`config.mk`:
```
export PLATFORM = sky130hd
export DESIGN_NAME = seq_detect_scheduler
export DESIGN_NICKNAME = d
export VERILOG_FILES = /design/src/rtl/seq_det_pkg.sv /design/src/rtl/seq_detect_scheduler_arb.sv /design/src/rtl/seq_detect_scheduler.sv
export SDC_FILE = /design/constraint.sdc
export NUM_CORES = 1
export LEC_CHECK = 0
export ABC_AREA = 1
export BUFFER_PORTS_ARGS = -buffer_cell sky130_fd_sc_hd__buf_2
export CORE_ASPECT_RATIO = 1.25
export CORE_MARGIN = 4
export CORE_UTILIZATION = 53
export CTS_CLUSTER_DIAMETER = 100
export CTS_CLUSTER_SIZE = 20
export DETAILED_ROUTE_END_ITERATION = 10
export MAX_ROUTING_LAYER = met4
export PLACE_DENSITY = 0.85
export SLEW_MARGIN = 20
export SYNTH_ARGS = -nofsm -noshare
export SYNTH_HDL_FRONTEND = slang
export SYNTH_SLANG_ARGS = --single-unit
```
`constraint.sdc`:
```
create_clock -name clk -period 2.2 [get_ports clk]
set_clock_uncertainty 0.05 [all_clocks]
set_input_delay 0.44 -clock clk [delete_from_list [all_inputs] [get_ports clk]]
set_output_delay 0.44 -clock clk [all_outputs]
set_load 0.02 [all_outputs]
```
`src/rtl/seq_det_pkg.sv`:
```
// Shared types, defaults and helpers for the time-shared sequence detector.
package seq_det_pkg;

  localparam int unsigned NCH_D    = 4;
  localparam int unsigned PAT_W_D  = 4;
  localparam int unsigned CNT_W_D  = 8;
  localparam logic [PAT_W_D-1:0] RESET_PAT_D = 4'b1010;

  // Fill count must represent 0..PAT_W inclusive.
  localparam int unsigned FILL_W_D = $clog2(PAT_W_D + 1);

  // Per-channel detection context: recent bit history and how many bits it holds.
  typedef struct packed {
    logic [PAT_W_D-1:0]  hist;
    logic [FILL_W_D-1:0] fill;
  } ch_ctx_t;

  // Shift one bit into a context; fill saturates once the history is full.
  function automatic ch_ctx_t ctx_shift(ch_ctx_t c, logic b);
    ch_ctx_t r;
    r.hist = {c.hist[PAT_W_D-2:0], b};
    if (c.fill == FILL_W_D'(PAT_W_D)) begin
      r.fill = c.fill;
    end else begin
      r.fill = c.fill + FILL_W_D'(1);
    end
    return r;
  endfunction

  // A context matches when its history is full and equals the active pattern.
  function automatic logic ctx_match(ch_ctx_t c, logic [PAT_W_D-1:0] pat);
    return (c.fill == FILL_W_D'(PAT_W_D)) && (c.hist == pat);
  endfunction

endpackage

```
`src/rtl/seq_detect_scheduler_arb.sv`:
```
// Round-robin arbiter: first requester at or after ptr (mod NCH) wins, unless blocked.
module rr_arbiter #(
  parameter int unsigned NCH   = 4,
  parameter int unsigned IDX_W = $clog2(NCH)
) (
  input  logic [NCH-1:0]   req,
  input  logic [IDX_W-1:0] ptr,
  input  logic             block,
  output logic [NCH-1:0]   grant_c,
  output logic [IDX_W-1:0] idx_c
);

  logic [IDX_W:0]   sum_c;
  logic [IDX_W-1:0] cand_c;
  logic             found_c;

  // Rotating priority search starting at ptr.
  always_comb begin
    grant_c = '0;
    idx_c   = '0;
    found_c = 1'b0;
    sum_c   = '0;
    cand_c  = '0;
    for (int unsigned i = 0; i < NCH; i++) begin
      // ptr < NCH and i < NCH, so one conditional subtract gives the modulo.
      sum_c = {1'b0, ptr} + (IDX_W+1)'(i);
      if (sum_c >= (IDX_W+1)'(NCH)) begin
        sum_c = sum_c - (IDX_W+1)'(NCH);
      end
      cand_c = sum_c[IDX_W-1:0];
      if (!block && !found_c && req[cand_c]) begin
        grant_c[cand_c] = 1'b1;
        idx_c           = cand_c;
        found_c         = 1'b1;
      end
    end
  end

endmodule

```
`src/rtl/seq_detect_scheduler.sv`:
```
// One programmable overlapping sequence detector time-shared across NCH serial
// streams, with per-channel history, match pulses and saturating hit counters.
module seq_detect_scheduler
  import seq_det_pkg::*;
#(
  parameter int unsigned      NCH       = NCH_D,
  parameter int unsigned      PAT_W     = PAT_W_D,
  parameter int unsigned      CNT_W     = CNT_W_D,
  parameter logic [PAT_W-1:0] RESET_PAT = RESET_PAT_D
) (
  input  logic                 clk,
  input  logic                 rst_n,
  input  logic                 cfg_load,
  input  logic [PAT_W-1:0]     pattern,
  input  logic                 clr_cnt,
  input  logic [NCH-1:0]       req_valid,
  input  logic [NCH-1:0]       req_bit,
  output logic [NCH-1:0]       req_ready,
  output logic [NCH-1:0]       match,
  output logic [NCH*CNT_W-1:0] hit_cnt
);

  localparam int unsigned      IDX_W    = $clog2(NCH);
  localparam int unsigned      FILL_W   = FILL_W_D;
  localparam logic [IDX_W-1:0] LAST_IDX = IDX_W'(NCH - 1);
  localparam logic [CNT_W-1:0] CNT_MAX  = '1;

  // The shared context type is sized by the package default pattern width.
  if (PAT_W != PAT_W_D) begin : g_bad_pat_w
    $error("seq_detect_scheduler: PAT_W must equal seq_det_pkg::PAT_W_D");
  end

  logic [PAT_W-1:0] pat_q;
  logic [IDX_W-1:0] ptr_q;
  ch_ctx_t          ctx_q [NCH];
  logic [NCH-1:0]   match_q;
  logic [CNT_W-1:0] cnt_q [NCH];

  logic [NCH-1:0]   grant_c;
  logic [IDX_W-1:0] gnt_idx_c;
  logic             gnt_any_c;
  logic             arb_block_c;
  logic [IDX_W-1:0] ptr_nxt_c;
  ch_ctx_t          ctx_nxt_c [NCH];
  logic [NCH-1:0]   hit_c;

  // No grant while reconfiguring or while held in reset.
  assign arb_block_c = cfg_load | ~rst_n;

  rr_arbiter #(
    .NCH   (NCH),
    .IDX_W (IDX_W)
  ) u_arb (
    .req     (req_valid),
    .ptr     (ptr_q),
    .block   (arb_block_c),
    .grant_c (grant_c),
    .idx_c   (gnt_idx_c)
  );

  assign req_ready = grant_c;
  assign match     = match_q;
  assign gnt_any_c = |grant_c;
  assign ptr_nxt_c = (gnt_idx_c == LAST_IDX) ? '0 : gnt_idx_c + IDX_W'(1);

  // Candidate next context and match decision for every channel; only the granted one is used.
  always_comb begin
    for (int unsigned k = 0; k < NCH; k++) begin
      ctx_nxt_c[k] = ctx_shift(ctx_q[k], req_bit[k]);
      hit_c[k]     = grant_c[k] && ctx_match(ctx_nxt_c[k], pat_q);
    end
  end

  // Active pattern and round-robin pointer.
  always_ff @(posedge clk or negedge rst_n) begin
    if (!rst_n) begin
      pat_q <= RESET_PAT;
      ptr_q <= '0;
    end else begin
      if (cfg_load) begin
        pat_q <= pattern;
      end
      if (gnt_any_c) begin
        ptr_q <= ptr_nxt_c;
      end
    end
  end

  // Channel contexts and one-cycle match pulses; a reload wipes all history.
  always_ff @(posedge clk or negedge rst_n) begin
    if (!rst_n) begin
      for (int unsigned k = 0; k < NCH; k++) begin
        ctx_q[k] <= '0;
      end
      match_q <= '0;
    end else if (cfg_load) begin
      for (int unsigned k = 0; k < NCH; k++) begin
        ctx_q[k] <= '0;
      end
      match_q <= '0;
    end else begin
      match_q <= hit_c;
      for (int unsigned k = 0; k < NCH; k++) begin
        if (grant_c[k]) begin
          ctx_q[k] <= ctx_nxt_c[k];
        end
      end
    end
  end

  for (genvar k = 0; k < NCH; k++) begin : g_ch
    // Saturating hit counter; a synchronous clear beats a same-edge match.
    always_ff @(posedge clk or negedge rst_n) begin
      if (!rst_n) begin
        cnt_q[k] <= '0;
      end else if (clr_cnt) begin
        cnt_q[k] <= '0;
      end else if (hit_c[k] && (cnt_q[k] != CNT_MAX)) begin
        cnt_q[k] <= cnt_q[k] + CNT_W'(1);
      end
    end

    assign hit_cnt[k*CNT_W +: CNT_W] = cnt_q[k];
  end

  // Grant is at most one-hot and never issued during a reload.
  a_grant_onehot: assert property (@(posedge clk) disable iff (!rst_n) $onehot0(req_ready));
  a_no_grant_on_load: assert property (@(posedge clk) disable iff (!rst_n) cfg_load |-> (req_ready == '0));

endmodule

```
==> results by group, run 1 <==
STA
  – Crit path time final: 2400 ps
  – RSZ-0062 raised after global routing: true
  – Slew headroom: 44.8%
  – # setup viols final: 23
  – Tcrit/Tclk final: 109%
  – Max Clk Rate: 0.416 GHz
  – Final worst-path setup slack: -202 ps
  – Worst slew pin tran: 828 ps
  – Hold Vio Cnt, Final: 0
  – Max Slew Vio Count: 0

Critical path
  – CP arrival: 1910 ps
  – Crit path top cell by count: nand2_2
  – Critical Path RT: 1710 ps
  – Worst setup EP type: output pin
  – Crit-path cells: inv_4 -> buf_4 -> nand2_2 -> nand3_1 -> o21ai_4 -> nand2_2 -> nor2_4 -> nand2_2 -> nand3_4 -> buf_6
  – Max incr delay on CP: 410 ps
  – Kind of critical path: reg2out
  – Worst setup SP type: register
  – Max stage delay cell, worst path: dfrtp_1
  – Number of buffer and inverter stages on the critical path: 3
  – Crit-path max FO: 6
  – CP top delay family: simple AND/OR/NAND/NOR gates

Detailed routing
  – Routed via count: 4,096
  – # DRC: 0
  – Initial DRT Pass Iterations: 5
  – Vias per std cell: 5.47
  – WL/cell: 14.1 um
  – Iter 0 DRT Violations: 314
  – Final antenna-violating net count: 0
  – Routed WL: 10.5 mm

Cells and area
  – Share of cells above drive strength 1: 26.5%
  – Syn-to-layout area delta: 23.7%
  – Most frequent cells in the layout: 166 x nand2_1, 64 x dfrtp_1, 53 x nand3_1, 51 x buf_2, 47 x nor2_1
  – Finished Cell Area: 5300 um2
  – Commonest non-fill, non-tap cell in the layout: nand2_1
  – # diodes: 0
  – Nets: 683

Clocking
  – Longest Clk Path Bufs: 2
  – Worst skew pair latency: 340 ps
  – CTS clock-pin slew for the worst setup and hold paths: 70 ps
  – CTS buffer count: 9
  – CTS H-tree lvls: 3
  – CTS tree: yes
  – Clock Sink Count: 66
  – Clock root buffer: clkbuf_8

Yosys
  – Yosys top cell area share: 37.4%
  – Area leader, netlist: dfrtp_1
  – Ys Warns: 0
  – XOR/XNOR share of the synthesized area: 7.35%
  – Post-Syn Instances: 563
  – Syn Area/Cell: 7.62 um2
  – Post-Syn Area: 4290 um2
  – Simple-gate share of the synthesized area: 38.1%
  – Yosys reg bits: 66
  – Mux cell area share after synthesis: 0%
  – Synth top area cells: dfrtp_1 37%, nand2_1 15%, nand3_1 6.5%
  – Post-synthesis adder-cell area fraction: 5.25%
  – Largest family of logic cells by synthesized area: simple AND/OR/NAND/NOR gates
  – Yosys cell types: 32
  – Register area share after synthesis: 38.6%
  – Syn Nets: 597
  – Post-synthesis compound-gate area fraction: 4.99%

Global routing
  – Largest net degree at the start of global routing: 67
  – Vias in the first global route: 3,852
  – First-pass GRT wire length: 16.7 mm
  – Global Route Usage Sum: 22.4%
  – Initial antenna violation count: 0
  – GRT overflow: 0

Power and ir drop
  – Peak VDD IR: 0.000547 V
  – Leakage: 2.72 nW
  – Pwr/cell area: 850 nW/um2

Die
  – Die Area: 9600 um2
  – Cell Rows: 36
  – Core Footprint: 7840 um2
  – IO Count: 56
  – Initial core utilization: 54.7%
  – Die W: 88.5 um
  – Die H: 109 um

Status
  – Status: finished with violations
  – Violated checks: setup timing

Placed design
  – RD Place Congestion: 0.952
  – Post-DP Area: 4770 um2
  – Final HPWL DP: 6.88 mm
  – I/O Buffers: 55
  – Dpl ws: 54.1 ps

Job
  – Max-Cap Viols: 0

Min path
  – Hold Crit Class: in2reg
## metrics by stage
stage	setup TNS, ps	util [%]	power [W]	hold WS (ps)	std cells
2_1_floorplan	0	-	0.00250	94.4	563
3_3_place_gp	0	60.9	0.00285	432	718
3_5_place_dp	0	60.9	0.00292	444	718
4_1_cts	-650	65.7	0.00435	249	743
5_1_grt	-5120	67.7	0.00479	271	749
6_report	-1700	67.7	0.00451	260	749
## worst paths after layout
path / slack, ps / startpoint / depth (start not counted) / endpoint
worst min-delay path: 260 / pattern[2] / 3 / pat_q[2]
worst max register to register: -80 / ptr_q[0] / 16 / hit_cnt[22]
min in group asynchronous: 270 / rst_n / 2 / ctx_nxt_c[4]
max in group asynchronous: 1300 / rst_n / 2 / ctx_nxt_c[11]
worst max-delay path: -200 / ptr_q[0] / 10 / req_ready[3]
worst min register to register: 460 / ctx_nxt_c[13] / 2 / ctx_nxt_c[13]
## tightest hold or removal path, cell delays in order
cell	delay, ps
buf_2	80
nand2_1	40
nand2_1	60
## sequential cells by signal, indices dropped and copies added, names as in the netlist
name,flops
ctx_nxt_c,12
match,4
ctx_q,12
ptr_q,2
hit_cnt,32
pat_q,4
## cell type report
class / count / area (um2)
sequential: 66 / 1650
clock buffer: 11 / 131
timing repair buffer: 83 / 538
clock inverter: 5 / 103
tap: 95 / 119
multi-input combinational: 438 / 2560
inverter: 51 / 196
fill: 614 / 2530
## cells in the mapped netlist
cell type and count:
nand2_4 5, nor2_1 53, clkbuf_1 10, nand4_1 10, or2_2 5, nand3_2 2
buf_4 1, o21ai_4 1, a21oi_1 6, buf_2 1, xor2_1 25, o21ai_0 23
inv_2 5, nand3_1 56, dfstp_2 2, o21bai_1 2, nand2_1 176, dfrtp_1 64
nand3_4 9, o2111ai_1 1, a21boi_0 3, nor4_1 1, clkinv_1 1, inv_4 1
nor3_1 9, nor2_4 2, ha_1 18, nand2_2 14, xnor2_1 11, inv_1 44
o22ai_1 1, nor2_2 1
## logic make-up (layout without fill, tap and decap cells)
family,after synthesis,count (layout)
AO/OA/AOI/OAI,37,37
adder cells (fa/ha/maj),18,18
XOR/XNOR,36,36
AND/OR/NAND/NOR,343,347
flip-flops,66,66
buffers and inverters,63,150
## layer usage
layer,part of all wire (%),vias up,GRT usage (%)
li1,-,1983,-
met1,42,1959,28.2
met2,51,138,35.8
met3,5.6,16,3.73
met4,1.5,0,9.18
met5,0,-,-
## power by group
part,switching [W],internal [W]
combinational,0.00113,0.000739
sequential,0.000110,0.00132
clock,0.000465,0.000752
## repair_timing
action                                  4_1_cts  5_1_grt
hold buffers                                  0        0
endpoints found under the setup margin        4       58
resized for setup                            20       28
endpoints found under the hold margin         0        0
pin swaps                                    14        7
setup buffers                                 9        3
cloned                                        0        4
Power figures use the tool's default switching activity.
==> inputs of run 2 (changes only) <==
--- a/config.mk
+++ b/config.mk
@@ -6,15 +6,16 @@
 export NUM_CORES = 1
 export LEC_CHECK = 0
 export ABC_AREA = 1
+export ABC_CLOCK_PERIOD_IN_PS = 2800
 export BUFFER_PORTS_ARGS = -buffer_cell sky130_fd_sc_hd__buf_2
 export CORE_ASPECT_RATIO = 1.25
 export CORE_MARGIN = 4
-export CORE_UTILIZATION = 53
+export CORE_UTILIZATION = 45
 export CTS_CLUSTER_DIAMETER = 100
 export CTS_CLUSTER_SIZE = 20
 export DETAILED_ROUTE_END_ITERATION = 10
 export MAX_ROUTING_LAYER = met4
-export PLACE_DENSITY = 0.85
+export PLACE_DENSITY = 0.73
 export SLEW_MARGIN = 20
 export SYNTH_ARGS = -nofsm -noshare
 export SYNTH_HDL_FRONTEND = slang
==> constraint.sdc (replaced) <==
create_clock -name clk -period 2.8 [get_ports clk]
set_clock_uncertainty 0.05 [all_clocks]
set_input_delay 0.56 -clock clk [delete_from_list [all_inputs] [get_ports clk]]
set_output_delay 0.56 -clock clk [all_outputs]
set_load 0.02 [all_outputs]
==> run 2 against run 1 <==
Effect of this change: register-to-register slack improved by 560 ps; the flow now finishes without violations; highest routed layer unchanged; largest power group is now clock; die area rose by 16%; worst setup slack improved by 330 ps; count of clock-buffer cells in the layout fell by 1; critical endpoint is now req_ready[0]; power fell by 22%.
==> results by group, run 2 (synthesized netlist as in run 1, its figures left out) <==
Placed design
  – I/O Buffers: 55 (unchanged)
  – Post-DP Area: 4730 um2 (-0.94%)
  – Final HPWL DP: 7.21 mm (+4.8%)
  – RD Place Congestion: 0.850 (-11%)

Cells and area
  – Finished Cell Area: 5100 um2 (-3.8%)
  – Commonest non-fill, non-tap cell in the layout: nand2_1
  – Area of the multi-input gates: 2410 um2 (-5.7%)
  – Most frequent cells in the layout: 176 x nand2_1, 64 x dfrtp_1, 56 x nand3_1, 53 x nor2_1, 53 x buf_2
  – Register area: 1650 um2 (unchanged)
  – Layout filler cell count: 842 (+37%)
  – Syn-to-layout area delta: 19.0%
  – # diodes: 0 (unchanged)
  – Max reg flops: 32 (unchanged)
  – Nets: 661 (-3.2%)
  – Share of cells above drive strength 1: 20.6% (-5.9 points)

Global routing
  – Vias in the first global route: 3,623 (-5.9%)
  – Met2 track demand over resource: 30.7% (-5.0 points)
  – Global route hottest layer: met2
  – First-pass GRT wire length: 17.0 mm (+1.8%)
  – GRT overflow: 0 (unchanged)
  – Grt met3 use: 4.60% (+0.87 points)
  – Met1 Track Usage GR: 26.3% (-1.9 points)
  – Initial antenna violation count: 0 (unchanged)
  – Largest net degree at the start of global routing: 67 (unchanged)
  – Global Route Usage Sum: 20.0% (-2.4 points)

Clocking
  – CTS clock-pin slew for the worst setup and hold paths: 60 ps (about the same)
  – CTS buffer count: 9 (unchanged)
  – CTS tree: yes
  – Worst skew pair latency: 330 ps (about the same)
  – # hold bufs at CTS: 0 (unchanged)
  – Longest Clk Path Bufs: 2 (unchanged)
  – Clock Sink Count: 66 (unchanged)
  – CTS H-tree lvls: 3 (unchanged)
  – Clock root buffer: clkbuf_16

Status
  – Status: completed

Critical path
  – Crit-path cells: inv_4 -> ha_4 -> inv_2 -> nand3_4 -> nand2_4 -> nand3_4 -> nor2_4 -> nand2_2 -> nand3_4 -> buf_2
  – Crit path top cell by count: nand3_4
  – CP Depth: 10 (unchanged)
  – R2R depth: 14 (-2)
  – Worst setup EP type: output pin
  – CP arrival: 2070 ps (+160 ps)
  – Number of buffer and inverter stages on the critical path: 3 (unchanged)
  – Max incr delay on CP: 400 ps (about the same)
  – Crit-path max FO: 7 (+1)
  – Kind of critical path: reg2out
  – Max stage delay cell, worst path: dfrtp_1
  – CP top delay family: simple AND/OR/NAND/NOR gates
  – Critical Path RT: 2190 ps (+480 ps)
  – Worst setup SP type: register

Power and ir drop
  – Peak VDD IR: 0.000391 V (-29%)
  – Reg power frac: 31.9% (+0.2 points)
  – Internal power: 0.00224 W (-20%)
  – Clock Power Share: 35.0% (+8.0 points)
  – Final Power: 0.00352 W (-22%)
  – Psw: 0.00129 W (-24%)
  – Logic pwr share: 33.1% (-8.2 points)
  – Switching Fraction: 36.5% (-1.2 points)
  – Leakage: 2.64 nW (-3.0%)
  – Pwr/cell area: 690 nW/um2 (-19%)

STA
  – Crit path time final: 2680 ps
  – RSZ-0062 raised after global routing: false
  – Worst slew pin tran: 833 ps (+4.60 ps)
  – Max Clk Rate: 0.374 GHz
  – Slew headroom: 44.5% (-0.31 points)
  – # setup viols final: 0 (-100%)
  – Tcrit/Tclk final: 95.5%
  – Setup Total Neg Slack: 0 ps (+1700 ps)
  – Hold Vio Cnt, Final: 0 (unchanged)
  – Max Slew Vio Count: 0 (unchanged)
  – Hold Worst Slack: 388 ps (+128 ps)

Detailed routing
  – WL/cell: 13.4 um (-4.9%)
  – Vias per std cell: 5.11 (-6.6%)
  – Iter 0 DRT Violations: 213 (-32%)
  – Final antenna-violating net count: 0 (unchanged)
  – Routed via count: 3,855 (-5.9%)
  – Initial DRT Pass Iterations: 7 (+2)
  – # DRC: 0 (unchanged)
  – Routed WL: 10.1 mm (-4.1%)

Min path
  – Hold Crit Class: in2reg
  – Hold Crit Depth: 3 (unchanged)

Die
  – Die H: 117 um (+7.9%)
  – Initial core utilization: 46.5% (-8.2 points)
  – Core Footprint: 9220 um2 (+18%)
  – Cell Rows: 39 (+8.3%)
  – IO Count: 56 (unchanged)
  – Die Area: 11,200 um2 (+16%)
  – Die W: 95.3 um (+7.8%)

Job
  – Max-Cap Viols: 0 (unchanged)
==> run 2: worst register-to-register path, stage by stage, from the launching register on <==
cell and delay (ps):
dfrtp_1 400, inv_4 120, ha_4 220, inv_2 90, nand3_4 120, nand2_4 100, nand3_4 110, nor2_4 210
nand2_2 90, nand3_4 110, buf_4 190, nand3_4 150, nand2_4 170, nand2_1 60, nand2_1 60
==> run 2: power groups by stage <==
stage | clock network [W] | logic [W] | registers, W
finish | 0.00123 | 0.00117 | 0.00112
global route | 0.00131 | 0.00130 | 0.00114
CTS | 0.00125 | 0.00112 | 0.00112
detailed placement | 0 | 0.00109 | 0.00114
global placement | 0 | 0.00105 | 0.00113
floorplan | 0 | 0.000782 | 0.00115
==> run 2: final timing paths <==
kind	from	to	slack, ps
max in group asynchronous	rst_n	match[2]	1700
worst min-delay path	pattern[0]	pat_q[0]	390
worst max-delay path	ptr_q[0]	req_ready[0]	120
worst max register to register	ptr_q[0]	hit_cnt[23]	480
min in group asynchronous	rst_n	hit_cnt[13]	450
worst min register to register	ctx_q[22]	ctx_q[22]	450
==> run 2: what timing repair did <==
| item | CTS | global route |
|---|---|---|
| gates cloned | 0 | 0 |
| setup buffers | 1 | 1 |
| setup endpoints to repair | 3 | 4 |
| pin swaps | 2 | 3 |
| gates resized for setup | 3 | 3 |
==> run 2: layout make-up <==
type / count / share of cell area [%]
Tap cell: 123 / 3.02
Sequential cell: 66 / 32.4
Inverter: 51 / 3.80
Multi-Input combinational cell: 434 / 47.3
Clock inverter: 6 / 1.77
Clock buffer: 10 / 4.68
Timing Repair Buffer: 65 / 6.97
==> run 2: routing by layer <==
layer / up-vias / wire length (um)
met2: 107 / 4830
li1: 1921 / -
met3: 13 / 549
met4: 0 / 168
met5: - / 0
met1: 1814 / 4560
==> run 2: stage by stage <==
| step | std cells | setup WS, ps | util [%] |
|---|---|---|---|
| finish | 755 | 125 | 55.3 |
| global route | 755 | 25.8 | 55.3 |
| CTS | 754 | 8.53 | 55.0 |
| detailed placement | 737 | 245 | 51.3 |
| global placement | 737 | 325 | 51.3 |
| floorplan | 563 | 407 | - |
==> inputs of run 3 (changes only) <==
--- a/config.mk
+++ b/config.mk
@@ -12,10 +12,10 @@
 export CORE_MARGIN = 4
 export CORE_UTILIZATION = 45
 export CTS_CLUSTER_DIAMETER = 100
-export CTS_CLUSTER_SIZE = 20
 export DETAILED_ROUTE_END_ITERATION = 10
 export MAX_ROUTING_LAYER = met4
 export PLACE_DENSITY = 0.73
+export SETUP_SLACK_MARGIN = 0.3
 export SLEW_MARGIN = 20
 export SYNTH_ARGS = -nofsm -noshare
 export SYNTH_HDL_FRONTEND = slang
==> run 3 against run 2 <==
Effect of this change: utilization is 1.5 points higher; critical path depth is 1 higher; first-iteration DRC count is 13% lower; clock power hardly changed; combinational power is 19% higher; worst setup slack better by 140 ps; worst hold slack hardly changed; die area stayed put; power is 6.5% higher; global-route usage is 0.49 points higher; via count is 2.5% higher; critical path type unchanged; largest cell class unchanged; highest routed layer unchanged.
==> results by group, run 3 (synthesized netlist as in run 1, its figures left out) <==
Status
  – Status: completed

Power and ir drop
  – Leakage: 2.70 nW (+2.3%)
  – Peak VDD IR: 0.000391 V (about the same)
  – Pwr/cell area: 716 nW/um2 (+3.7%)

Detailed routing
  – Initial DRT Pass Iterations: 5 (-2)
  – Iter 0 DRT Violations: 185 (-13%)
  – # DRC: 0 (unchanged)
  – Routed via count: 3,951 (+2.5%)
  – Final antenna-violating net count: 0 (unchanged)
  – Routed WL: 10.5 mm (+3.9%)
  – Vias per std cell: 5.16 (+1.2%)
  – WL/cell: 13.7 um (+2.5%)

Global routing
  – Global Route Usage Sum: 20.5% (+0.49 points)
  – Largest net degree at the start of global routing: 67 (unchanged)
  – GRT overflow: 0 (unchanged)
  – First-pass GRT wire length: 17.4 mm (+2.4%)
  – Initial antenna violation count: 0 (unchanged)
  – Vias in the first global route: 3,707 (+2.3%)

Critical path
  – Max incr delay on CP: 410 ps (about the same)
  – Reg-to-Reg Start: ptr_q[0]
  – Max stage delay cell, worst path: dfrtp_1
  – CP arrival: 1930 ps (-140 ps)
  – Kind of critical path: reg2out
  – Crit path top cell by count: nand2_2
  – Setup slack, reg-to-reg: 460 ps (-20 ps)
  – Worst setup SP type: register
  – Worst setup EP type: output pin
  – Reg2reg end: ctx_q[0]
  – Critical Path RT: 2190 ps (about the same)
  – Crit-path max FO: 5 (-2)
  – Crit-path cells: inv_4 -> ha_4 -> inv_4 -> nand3_2 -> nand2_2 -> inv_2 -> nand2_2 -> nor2_4 -> nand2_2 -> nand3_4 -> buf_6
  – R2R depth: 15 (+1)

Cells and area
  – Nets: 671 (+1.5%)
  – Commonest non-fill, non-tap cell in the layout: nand2_1
  – Most frequent cells in the layout: 173 x nand2_1, 64 x dfrtp_1, 53 x nand3_1, 53 x nor2_1, 51 x buf_2
  – Max reg flops: 32 (unchanged)
  – # diodes: 0 (unchanged)
  – Syn-to-layout area delta: 22.2%
  – Share of cells above drive strength 1: 22.9% (+2.3 points)
  – Layout filler cell count: 820 (-2.6%)

Die
  – Die Area: 11,200 um2 (unchanged)
  – Core Footprint: 9220 um2 (unchanged)
  – Cell Rows: 39 (unchanged)
  – Initial core utilization: 46.5% (unchanged)
  – Die W: 95.3 um (unchanged)
  – Die H: 117 um (unchanged)
  – IO Count: 56 (unchanged)

STA
  – Crit path time final: 2540 ps (-136 ps)
  – # setup viols final: 0 (unchanged)
  – Hold Worst Slack: 388 ps (+0.342 ps)
  – Setup Total Neg Slack: 0 ps (unchanged)
  – RSZ-0062 raised after global routing: true
  – Hold Vio Cnt, Final: 0 (unchanged)
  – Worst slew pin tran: 857 ps (+23.7 ps)
  – Final worst-path setup slack: 260 ps (+136 ps)
  – Slew headroom: 42.9% (-1.6 points)
  – Max Slew Vio Count: 0 (unchanged)
  – Max Clk Rate: 0.394 GHz (+5.3%)
  – Tcrit/Tclk final: 90.7% (-4.9 points)

Clocking
  – CTS H-tree lvls: 3 (unchanged)
  – Clock Sink Count: 66 (unchanged)
  – CTS tree: yes
  – CTS buffer count: 9 (unchanged)
  – Worst skew pair latency: 330 ps (about the same)
  – # hold bufs at CTS: 0 (unchanged)
  – Clock root buffer: clkbuf_16
  – CTS clock-pin slew for the worst setup and hold paths: 60 ps (about the same)
  – Longest Clk Path Bufs: 2 (unchanged)

Min path
  – Hold Crit Class: in2reg
  – Worst Hold Endpoint: pat_q[0]
  – Hold Crit Depth: 3 (unchanged)
  – Hold path start: pattern[0]

Placed design
  – Final HPWL DP: 7.21 mm (unchanged)
  – Dpl ws: 245 ps (unchanged)
  – RD Place Congestion: 0.850 (unchanged)
  – I/O Buffers: 55 (unchanged)

Job
  – Max-Cap Viols: 0 (unchanged)
-- run 3: changes by cell type in the layout (fill, tap and decap cells not counted), sizes merged --
cell  change
buf      +10
-- run 3: worst max-delay path by stage --
| stage | startpoint | cells past startpoint | end |
|---|---|---|---|
| floorplan | ptr_q[0] | 10 | req_ready[0] |
| global placement | cfg_load | 9 | req_ready[3] |
| detailed placement | cfg_load | 9 | req_ready[3] |
| CTS | ptr_q[0] | 9 | req_ready[2] |
| global route | ptr_q[0] | 11 | req_ready[2] |
| finish | ptr_q[0] | 11 | req_ready[2] |
-- run 3: per-layer routing --
layer / vias up / wire length, um / global-route usage [%]
met5: - / 0 / -
met3: 19 / 524 / 4.67
met1: 1877 / 4720 / 26.8
met4: 0 / 223 / 7.03
met2: 110 / 5020 / 31.5
li1: 1945 / - / -
-- run 3: final cells by class --
class | instances | area (um2) | area share, %
clock buffers | 10 | 239 | 4.56
inverters | 51 | 199 | 3.80
clock inverters | 6 | 90.1 | 1.72
well taps | 123 | 154 | 2.94
repair buffers | 75 | 454 | 8.67
multi-input cells | 434 | 2450 | 46.8
flip-flops and latches | 66 | 1650 | 31.6
-- run 3: per-stage QoR --
step	power [W]	instances	area (um2)	utilization, %
CTS	0.00366	760	5180	56.2
global route	0.00398	765	5240	56.8
floorplan	0.00193	563	4290	-
finish	0.00375	765	5240	56.8
global placement	0.00218	737	4730	51.3
detailed placement	0.00223	737	4730	51.3
-- run 3: power breakdown --
group	switching (W)	internal (W)	leakage, nW
clock network	0.000425	0.000804	0.159
logic	0.000857	0.000538	1.64
registers	0.0000897	0.00104	0.897
-- run 3: what timing repair did --
item	4_1_cts	5_1_grt
pin swaps	12	15
resized for setup	17	7
endpoints found under the setup margin	4	4
setup buffers	7	5
-- run 3: critical path, delay by kind of cell (launching register included) --
family	cells	cell delay (ps)
flip-flops	1	410
buffers and inverters	4	280
adder cells (fa/ha/maj)	1	300
AND/OR/NAND/NOR	6	590
